[src/rtl/vec_intmul_pkg.sv]
// ---------------------------------------------------------------------------
// vec_intmul_pkg
// Shared defaults for the vector integer multiply-accumulate block and the
// derivation of the per-lane result width.
//   DEF_DATA_W    : operand width per lane
//   DEF_LANES     : number of independent lanes
//   DEF_ACC_GUARD : accumulator guard bits above the full product width
//   calc_out_w()  : result width = 2*data_w + acc_guard
// ---------------------------------------------------------------------------
package vec_intmul_pkg;

    localparam int DEF_DATA_W    = 32'sd8;
    localparam int DEF_LANES     = 32'sd4;
    localparam int DEF_ACC_GUARD = 32'sd4;

    function automatic int calc_out_w(input int data_w, input int acc_guard);
        return (32'sd2 * data_w) + acc_guard;
    endfunction

    localparam int DEF_OUT_W = calc_out_w(DEF_DATA_W, DEF_ACC_GUARD);

endpackage

[src/rtl/vec_intmul_lane.sv]
// ---------------------------------------------------------------------------
// int_mul_lane
// One multiply-accumulate lane. Stage 1 registers the full-width product of
// the presented operands; stage 2 extends that product to OUT_W bits and
// either restarts or adds into the lane accumulator (wrapping modulo 2^OUT_W).
// Ports:
//   clk, rst   : clock, synchronous active-high reset
//   adv        : pipeline may advance this cycle (not stalled)
//   s1_valid   : stage 1 holds a live beat
//   is_signed  : signedness of the operands being presented
//   s1_signed  : signedness tag of the beat held in stage 1
//   s1_acc_en  : accumulate tag of the beat held in stage 1
//   a, b       : lane operands
//   acc        : registered lane accumulator (the lane result)
// ---------------------------------------------------------------------------
module int_mul_lane
    import vec_intmul_pkg::*;
#(
    parameter int DATA_W = DEF_DATA_W,
    parameter int OUT_W  = DEF_OUT_W
) (
    input  logic              clk,
    input  logic              rst,
    input  logic              adv,
    input  logic              s1_valid,
    input  logic              is_signed,
    input  logic              s1_signed,
    input  logic              s1_acc_en,
    input  logic [DATA_W-1:0] a,
    input  logic [DATA_W-1:0] b,
    output logic [OUT_W-1:0]  acc
);

    localparam int PROD_W  = 2 * DATA_W;
    localparam int GUARD_W = OUT_W - PROD_W;

    logic [PROD_W-1:0] a_ext;
    logic [PROD_W-1:0] b_ext;
    logic [PROD_W-1:0] prod;
    logic [PROD_W-1:0] prod_r;
    logic [OUT_W-1:0]  ext_prod;
    logic [OUT_W-1:0]  acc_r;

    // Extend operands to the product width; the low PROD_W bits of the
    // extended product equal the signed (or unsigned) DATA_W x DATA_W product.
    always_comb begin
        a_ext = {PROD_W{1'b0}};
        b_ext = {PROD_W{1'b0}};
        if (is_signed) begin
            a_ext = {{DATA_W{a[DATA_W-1]}}, a};
            b_ext = {{DATA_W{b[DATA_W-1]}}, b};
        end else begin
            a_ext = {{DATA_W{1'b0}}, a};
            b_ext = {{DATA_W{1'b0}}, b};
        end
        prod = a_ext * b_ext;
    end

    // Extend the stage-1 product into the guard bits using its own tag.
    always_comb begin
        ext_prod = {OUT_W{1'b0}};
        if (s1_signed) begin
            ext_prod = {{GUARD_W{prod_r[PROD_W-1]}}, prod_r};
        end else begin
            ext_prod = {{GUARD_W{1'b0}}, prod_r};
        end
    end

    // Stage 1: product register, held while stalled.
    always_ff @(posedge clk) begin
        if (rst) begin
            prod_r <= {PROD_W{1'b0}};
        end else if (adv) begin
            prod_r <= prod;
        end else begin
            prod_r <= prod_r;
        end
    end

    // Stage 2: accumulator; bubbles and stalls leave it untouched.
    always_ff @(posedge clk) begin
        if (rst) begin
            acc_r <= {OUT_W{1'b0}};
        end else if (adv && s1_valid) begin
            if (s1_acc_en) begin
                acc_r <= acc_r + ext_prod;
            end else begin
                acc_r <= ext_prod;
            end
        end else begin
            acc_r <= acc_r;
        end
    end

    assign acc = acc_r;

endmodule

[src/rtl/vec_intmul.sv]
// ---------------------------------------------------------------------------
// vec_intmul
// LANES-wide integer multiply-accumulate with a two-stage valid/ready
// pipeline (fixed 2-cycle latency when not stalled, 1 beat/cycle).
// Ports:
//   clk, rst        : clock, synchronous active-high reset
//   in_valid/ready  : input handshake (in_ready is combinational)
//   in1, in2        : packed operands, lane i at [i*DATA_W +: DATA_W]
//   is_signed       : two's-complement operands for this beat
//   acc_en          : 1 = accumulate, 0 = restart accumulator
//   out_valid/ready : output handshake
//   out             : packed results, lane i at [i*OUT_W +: OUT_W]
// ---------------------------------------------------------------------------
module vec_intmul
    import vec_intmul_pkg::*;
#(
    parameter int DATA_W    = DEF_DATA_W,
    parameter int LANES     = DEF_LANES,
    parameter int ACC_GUARD = DEF_ACC_GUARD,
    localparam int OUT_W    = calc_out_w(DATA_W, ACC_GUARD)
) (
    input  logic                    clk,
    input  logic                    rst,
    input  logic                    in_valid,
    output logic                    in_ready,
    input  logic [LANES*DATA_W-1:0] in1,
    input  logic [LANES*DATA_W-1:0] in2,
    input  logic                    is_signed,
    input  logic                    acc_en,
    output logic                    out_valid,
    input  logic                    out_ready,
    output logic [LANES*OUT_W-1:0]  out
);

    logic stall;
    logic adv;
    logic s1_valid_r;
    logic s1_signed_r;
    logic s1_acc_en_r;
    logic out_valid_r;

    // The whole pipeline freezes while a result waits on the consumer.
    assign stall     = out_valid_r && !out_ready;
    assign adv       = !stall;
    // During reset the output is being cleared, so the input side is open;
    // whatever is taken then is discarded by the reset itself.
    assign in_ready  = rst || !stall;
    assign out_valid = out_valid_r;

    // Stage valids and per-beat tags.
    always_ff @(posedge clk) begin
        if (rst) begin
            s1_valid_r  <= 1'b0;
            s1_signed_r <= 1'b0;
            s1_acc_en_r <= 1'b0;
            out_valid_r <= 1'b0;
        end else if (adv) begin
            s1_valid_r  <= in_valid;
            s1_signed_r <= is_signed;
            s1_acc_en_r <= acc_en;
            out_valid_r <= s1_valid_r;
        end else begin
            s1_valid_r  <= s1_valid_r;
            s1_signed_r <= s1_signed_r;
            s1_acc_en_r <= s1_acc_en_r;
            out_valid_r <= out_valid_r;
        end
    end

    for (genvar i = 0; i < LANES; i++) begin : g_lane
        int_mul_lane #(
            .DATA_W (DATA_W),
            .OUT_W  (OUT_W)
        ) u_lane (
            .clk       (clk),
            .rst       (rst),
            .adv       (adv),
            .s1_valid  (s1_valid_r),
            .is_signed (is_signed),
            .s1_signed (s1_signed_r),
            .s1_acc_en (s1_acc_en_r),
            .a         (in1[i*DATA_W +: DATA_W]),
            .b         (in2[i*DATA_W +: DATA_W]),
            .acc       (out[i*OUT_W +: OUT_W])
        );
    end

endmodule
[config.mk]
export PLATFORM = sky130hd
export DESIGN_NAME = vec_intmul
export DESIGN_NICKNAME = d
export VERILOG_FILES = /design/src/rtl/vec_intmul_pkg.sv /design/src/rtl/vec_intmul_lane.sv /design/src/rtl/vec_intmul.sv
export SDC_FILE = /design/constraint.sdc
export NUM_CORES = 1
export LEC_CHECK = 0
export ABC_AREA = 1
export BUFFER_PORTS_ARGS = -buffer_cell sky130_fd_sc_hd__buf_4
export CORE_MARGIN = 2
export CORE_UTILIZATION = 45
export DETAILED_ROUTE_END_ITERATION = 8
export PLACE_DENSITY = 0.66
export SLEW_MARGIN = 20
export SYNTH_ARGS = -nofsm -noshare
export SYNTH_HDL_FRONTEND = slang
export SYNTH_SLANG_ARGS = --single-unit
[constraint.sdc]
create_clock -name clk -period 11.91 [get_ports clk]
set_input_delay 1.7865 -clock clk [delete_from_list [all_inputs] [get_ports clk]]
set_output_delay 1.7865 -clock clk [all_outputs]
set_load 0.05 [all_outputs]
## Yosys cells after proc, flatten, opt, wreduce, memory -nomap -nowiden

Index checks and enable logic that the tools add are counted.

| storage, ports and cells | value |
|---|---|
| bits in registers | 148 |
| input bits | 70 |

| operators by class | value |
|---|---|
| add/sub/neg operators | 4 |
| $mul | 4 |
| reductions and logical operators | 5 |
| multiplexer cells | 16 |

Operators with widths:

| cell | count |
|---|---|
| $mux W20 | 8 |
| $mux W16 | 8 |
| $add A20 B20 Y20 | 4 |
| $mul A16 B16 Y16 | 4 |
| $logic_and A1 B1 Y1 | 2 |
| $logic_not A1 Y1 | 2 |
| $logic_or A1 B1 Y1 | 1 |

## Longest topological paths before layout

Gate-level depths: netlist (run 1).

| depth | value |
|---|---|
| depth after elaboration | 4 |
| gate-level depth with buffers | 31 |

## Cells and area by module

Synthesis (run 1) repeated with hierarchy kept, for this count alone.

| second synthesis, totals | value |
|---|---|
| cells, all modules | 3812 |
| area total of the unflattened synthesis | 26012.4 µm² |

Modules (own cells, without submodules):

| module | times used | cells each | area an instance (µm²) |
|---|---|---|---|
| int_mul_lane at g_lane[0].u_lane | 1 | 961 | 6540.0 |
| int_mul_lane at g_lane[2].u_lane | 1 | 936 | 6470.0 |
| int_mul_lane at g_lane[1].u_lane | 1 | 945 | 6438.7 |
| int_mul_lane at g_lane[3].u_lane | 1 | 944 | 6393.6 |
| vec_intmul | 1 | 26 | 170.2 |

## Least setup slack after synthesis (run 1)

OpenSTA, ideal clock, no wires.

| timing | value |
|---|---|
| kind | input to register |
| start | input is_signed |
| end | register g_lane[0].u_lane.prod_r[14] |
| arrival time | 6.896 ns |
| path slack | 4.905 ns |
| required time | 11.801 ns |
| stages | 29 |
| library setup time | 0.109 ns |
| cell sequence | buf_6 inv_4 clkbuf_1 buf_1 nor2_1 ha_1 inv_1 fa_1 inv_1 fa_1 inv_1 fa_1 inv_1 fa_1 inv_1 fa_1 inv_1 ha_1 nand2_1 nor3_1 nand3_1 nand3_1 nand2_1 nand2_1 a21oi_1 a21oi_1 o21ai_0 nand2_1 inv_1 |

| on the way | value |
|---|---|
| word-level cells in the longest chain between the ends | 2 |
| elaborated cells between the ends (all ways) | 3 |
| classes of those cells | mul: 1; mux: 2 |

Ends and longest elaborated chain:

| item | RTL line | text |
|---|---|---|
| start, declared | vec_intmul.sv:28 | `input logic is_signed,` |
| $mux W16 | vec_intmul_lane.sv:49 | `if (is_signed) begin` |
| $mul A16 B16 Y16 * | vec_intmul_lane.sv:56 | `prod = a_ext * b_ext;` |
| end signal, assigned | vec_intmul_lane.sv:72 | `prod_r <= {PROD_W{1'b0}};` |
| end signal, assigned | vec_intmul_lane.sv:74 | `prod_r <= prod;` |
| end signal, assigned | vec_intmul_lane.sv:76 | `prod_r <= prod_r;` |
| end, declared | vec_intmul_lane.sv:40 | `logic [PROD_W-1:0] prod_r;` |

Mark *: on every way between the ends. The rest lies on a longest branch, timed or not.
A chain may end at the register's enable or synchronous reset.

## Worst setup path in the final report (run 1)

Ends and elaborated chain as after synthesis.

==> flow_summary.toml, run 1 <==
[yosys]
syn_area_sq_um = 25000
ys_seq_area_frac = 0.119
ys_seq_elements = 148
syn_nets = 4274
synth_edf_count = 0
yosys_warnings = 0
async_reset_ff_frac = 0
ys.flop_type = "dfxtp_1"
syn_inst = 3634
avgSynthCellArea_sq_um = 6.87
synth.distinct_cells = 44

[grt]
grt_pass1_wl_microns = 109000
grt_max_degree = 74
grt_pass1_vias = 22200
track_usage = 0.233
grt_antenna_before_repair = 0
grt.overflow.total = 0

[worst_setup_path]
slowest_stage = "fa_1"
cp-end-kind = "flip-flop"
crit_top_cell = "inv_1"
required_ps = 12240
max_stage_delay_ps = 520
path_max_fanout = 31
r2r_cells = 8
crit_type = "in -> reg"
cp-start-kind = "input pin"
cp.arrival_ps = 7330
path_buf_inv = 9
crit_family = "adder cells"
worst-path-stages = 27

[sta]
relSlewSlack = 0.281
tightest_slew_ps = 1080
period_needed_ps = 7000
max_freq_mhz = 143
tns_ps = 0
clock_skew_ps = 19.5
drv_slew = 0
rsz0062_at_grt = "no"
fin_crit_sh = 0.588
setup-violations-final = 0
hold_viol_final = 0

[clock_tree]
cts_buffers = 17
clkSinkCount = 148
cts_buffer_depth = 2
cts_hold_buffers = 0
cts.clk_slew.worst_paths_ps = 80
clockRootBuffer = "clkbuf_16"
htreeDepth = 4
postCtsResizedCells = 0
post_cts_buffers = 0
insertion_delay_ps = 450
cts_tree = "built"

[power_and_ir_drop]
ir_drop_v = 0.0000995
p_leak_nw = 15.6
p_per_area_nw_per_um2 = 164
netSwitchingPower_mw = 2.32
p_sw_frac = 0.520
clkPwrFrac = 0.118
p_seq_frac = 0.156
p_comb_frac = 0.727
p_int_mw = 2.14

[min_path]
worstHoldPathCells = 2
hp-class = "reg -> reg"

[die]
initial_core_util = 0.454
die_area_sq_um = 57400
num_io_pins = 152
coreArea_sq_um = 55000
die_y_microns = 240
rows = 86
die-width_microns = 240

[final_layout]
num_antenna_cells = 0
fin_util = 0.494
drive_gt1_frac = 0.0621
nets = 4329
area_growth_pct = 8.67

[route]
finalWirelength_microns = 64200
num_vias = 22200
routedWlPerCell_microns = 14.4
dr.pass1.iters = 7
ant_nets = 0
drc = 0
vias_per_cell = 4.99
first_iter_violations = 1185

[outcome]
status = "complete, no violations"

[placement]
gp_congestion = 0.896
dp_hpwl_microns = 52200
port_buffers = 151

[job]
cap_violations = 0
-- logic make-up (layout without fill, tap and decap cells) --
logic type,after synthesis,after routing,synth area share
and+or+nand+nor,1241,1241,0.204
buffers and inverters,1008,1076,0.155
AOI/OAI and AO/OA,594,594,0.128
adders and majority gates,570,570,0.369
DFF,148,148,0.119
xor gates and xnor gates,73,73,0.0256
-- layout make-up --
cell class / count / area (sq um)
clock buffer: 18 / 429
clock inverter: 14 / 116
fill: 5599 / 27800
inverter: 884 / 3320
multi-input combinational: 2478 / 18200
sequential: 148 / 2960
tap: 748 / 936
timing repair buffer: 160 / 1200
-- worst paths after layout --
check                                            from                                        to  slack (ps)
max                                         is_signed  g_lane[0].u_lane.prod_r[14]$_SDFFE_PP0N_        4910
max reg2reg                    out_valid$_SDFFE_PP0N_  g_lane[0].u_lane.prod_r[11]$_SDFFE_PP0N_        8720
min          g_lane[0].u_lane.prod_r[10]$_SDFFE_PP0N_  g_lane[0].u_lane.prod_r[10]$_SDFFE_PP0N_         490
min reg2reg  g_lane[0].u_lane.prod_r[10]$_SDFFE_PP0N_  g_lane[0].u_lane.prod_r[10]$_SDFFE_PP0N_         490
-- per-layer routing --
metal / up-vias / part of all wire / track usage
met1: 10400 / 0.47 / 0.317
li1: 11300 / - / -
met3: 86 / 0.050 / 0.0274
met4: 0 / 0.020 / 0.0517
met2: 432 / 0.46 / 0.396
met5: - / 0 / 0
-- power groups by stage --
stage                     logic (mW)  registers (mW)  clock network (mW)
after global placement          3.18           0.702                   0
after global routing            3.81           0.706               0.554
after CTS                       3.26           0.693               0.534
final                           3.24           0.694               0.525
after detailed placement        3.24           0.703                   0
after floorplan                 2.49           0.749                   0
-- registers in the layout, indices dropped and copies added, names as in the netlist --
name,cells
s1_signed_r,1
s1_valid_r,1
g_lane.u_lane.acc,80
s1_acc_en_r,1
out_valid,1
g_lane.u_lane.prod_r,64
-- metrics by stage --
step	area [sq um]	instances	worst slack [ps]	hold WS, ps	total power [mW]
after floorplan	25000	3634	4900	448	3.24
after global placement	26600	4418	4570	475	3.89
after detailed placement	26600	4418	4500	476	3.94
after CTS	27100	4450	4940	491	4.49
after global routing	27100	4450	4540	513	5.07
final	27100	4450	4910	488	4.46
-- tightest hold or removal path, cell delays in order (launching register included) --
cell	delay (ps)
dfxtp_1	340
nand2_1	70
nand2_1	40
-- layout by cell type, fill, tap and decap left out, types with 9 or more instances in the layout --
cell       count
a211oi_1       9
a21o_1        14
a21oi_1      297
a22o_1        12
a31oi_1       13
buf_4        160
clkbuf_16     17
dfxtp_1      147
fa_1         277
ha_1         293
inv_1        879
nand2_1      787
nand3_1      142
nand3b_1      18
nand4_1       22
nor2_1       214
nor2_2         9
nor3_1        16
o211ai_1       9
o21ai_0      197
o22ai_1       11
or2_2         13
xnor2_1       30
xor2_1        43
-- synthesized netlist by cell type, types with 22 or more instances --
cell      instances  share of area
o21ai_0         197          0.039
a21oi_1         297          0.060
inv_1           881           0.13
nand2_1         787           0.12
clkbuf_1         86          0.013
xor2_1           43          0.015
xnor2_1          30          0.011
nor2_1          217          0.033
buf_2            28         0.0056
nand4_1          22         0.0055
nand3_1         142          0.028
ha_1            293           0.15
fa_1            277           0.22
dfxtp_1         148           0.12
(Power assumes the default switching activity.)
==> run 2: changes to the inputs <==
==> constraint.sdc (replaced) <==
create_clock -name clk -period 6.89 [get_ports clk]
set_input_delay 1.0335 -clock clk [delete_from_list [all_inputs] [get_ports clk]]
set_output_delay 1.0335 -clock clk [all_outputs]
set_load 0.05 [all_outputs]
==> run 2 against run 1 <==
  * Sequential power up 73%
  * Flip-flop and latch count unchanged
  * Clock-buffer cell count is 2 higher
  * Power increased by 73%
  * Die area did not move
  * Clock skew is 7.2 ps lower
  * Worst hold slack hardly changed
  * Cell area grew 0.19%
  * Register-to-register slack got worse by 4600 ps
  * Via count about the same
  * Sequential share of layout area about the same
  * Cell count about the same
==> flow_summary.toml, run 2 (synthesis gave the netlist of run 1 again) <==
[outcome]
status = "complete, no violations"

[placement]
gp_congestion = 0.912
port_buffers = 151
dp_cells = 4422
place_area_sq_um = 26600
dp_hpwl_microns = 52500

[sta]
relSlewSlack = 0.443
rsz0062_at_grt = "no"
fin_crit_sh = 0.885
clock_skew_ps = 12.3
period_needed_ps = 6100
tightest_slew_ps = 834
hold_viol_final = 0
tns_ps = 0
max_freq_mhz = 164
setup-violations-final = 0
drv_slew = 0

[power_and_ir_drop]
ir_drop_v = 0.000192
p_leak_nw = 15.6
p_per_area_nw_per_um2 = 284

[die]
coreArea_sq_um = 55000
die_area_sq_um = 57400
die-width_microns = 240
initial_core_util = 0.454
rows = 86
num_io_pins = 152
die_y_microns = 240

[worst_setup_path]
cp-end-kind = "flip-flop"
r2r_cells = 12
r2r_setup_slack_ps = 4140
crit_type = "in -> reg"
crit_start = "is_signed"
timing.rr.end = "g_lane[3].u_lane.acc[16]$_SDFFE_PP0P_"
reg2reg_from = "g_lane[3].u_lane.prod_r[0]$_SDFFE_PP0N_"
path_max_fanout = 26
required_ps = 7230
cp.arrival_ps = 6440
cp-start-kind = "input pin"

[grt]
grt_max_degree = 76
grt_pass1_wl_microns = 110000
track_usage = 0.237
grt.overflow.total = 0
grt_antenna_before_repair = 0
grt_pass1_vias = 22300

[min_path]
worstHoldPathCells = 2
hold-path-endpoint = "g_lane[2].u_lane.acc[14]$_SDFFE_PP0P_"
hp-class = "reg -> reg"
holdCritStartpoint = "g_lane[2].u_lane.acc[14]$_SDFFE_PP0P_"

[final_layout]
drive_gt1_frac = 0.0629
largest_register_ffs = 80
area_growth_pct = 8.87
fin_util = 0.494
nets = 4333
stdcell_area_sq_um = 27200
final_common_cell = "inv_1"
final_cell_mix = "879 x inv_1, 787 x nand2_1, 297 x a21oi_1"
num_antenna_cells = 0
final_cells = 4454

[clock_tree]
cts_buffers = 17
post_cts_buffers = 0
htreeDepth = 4
clockRootBuffer = "clkbuf_16"
cts.clk_slew.worst_paths_ps = 70
cts_hold_buffers = 0
cts_tree = "built"
insertion_delay_ps = 450
cts_buffer_depth = 2
postCtsResizedCells = 0
clkSinkCount = 148

[route]
num_vias = 22200
dr.pass1.iters = 5
vias_per_cell = 4.98
drc = 0
ant_nets = 0
first_iter_violations = 1245
routedWlPerCell_microns = 14.7
finalWirelength_microns = 65300

[job]
cap_violations = 0
[run 2: changes by cell type in the layout (fill, tap and decap cells not counted), sizes merged]
cell / change
inv: -3
clkinv: +3
bufinv: +1
buf: +4
clkinvlp: -3
clkbuf: +2
[run 2: report_power, final]
group / internal (mW) / switching [mW]
registers: 1.04 / 0.157
logic: 2.18 / 3.41
clock network: 0.514 / 0.423
total: 3.74 / 3.99
[run 2: layout make-up]
class / count / area [sq um]
Fill cell: 5586 / 27800
Multi-Input combinational cell: 2478 / 18200
Inverter: 884 / 3320
Sequential cell: 148 / 2960
Timing Repair Buffer: 164 / 1230
Tap cell: 748 / 936
Clock buffer: 20 / 447
Clock inverter: 12 / 120
[run 2: layer usage]
| layer | track usage | wire [microns] |
|---|---|---|
| met5 | 0 | 0 |
| met2 | 0.405 | 29900 |
| met3 | 0.0363 | 3780 |
| met1 | 0.311 | 30000 |
| met4 | 0.0623 | 1580 |
[run 2: worst max-delay path by stage]
stage / to / slack, ps / cells past startpoint
2_1_floorplan: g_lane[0].u_lane.prod_r[14]$_SDFFE_PP0N_ / 640 / 29
3_3_place_gp: g_lane[0].u_lane.prod_r[14]$_SDFFE_PP0N_ / 420 / 27
5_1_grt: g_lane[0].u_lane.prod_r[14]$_SDFFE_PP0N_ / 450 / 27
3_5_place_dp: g_lane[0].u_lane.prod_r[14]$_SDFFE_PP0N_ / 320 / 27
6_report: g_lane[0].u_lane.prod_r[14]$_SDFFE_PP0N_ / 790 / 27
4_1_cts: g_lane[0].u_lane.prod_r[14]$_SDFFE_PP0N_ / 770 / 27
[run 2: metrics by stage]
stage	hold WS, ps	setup slack, ps	total power [mW]
3_5_place_dp	481	324	6.82
2_1_floorplan	448	638	5.61
5_1_grt	515	449	8.83
3_3_place_gp	477	418	6.73
4_1_cts	491	769	7.79
6_report	487	791	7.73
[run 2: critical path: stages]
cell     delay, ps
buf_4          230
inv_4          400
nor2_1         200
ha_1           350
inv_1          130
fa_1           510
inv_1           50
fa_1           490
inv_1           50
fa_1           520
inv_1           50
fa_1           470
inv_1           50
fa_1           470
inv_1           40
ha_1           350
nand2_1         90
nor3_1         210
nand3_1        120
nand3_1        120
nand2_1         70
nand2_1         60
a21oi_1         70
a21oi_1        110
o21ai_0         90
nand2_1         60
inv_1           30
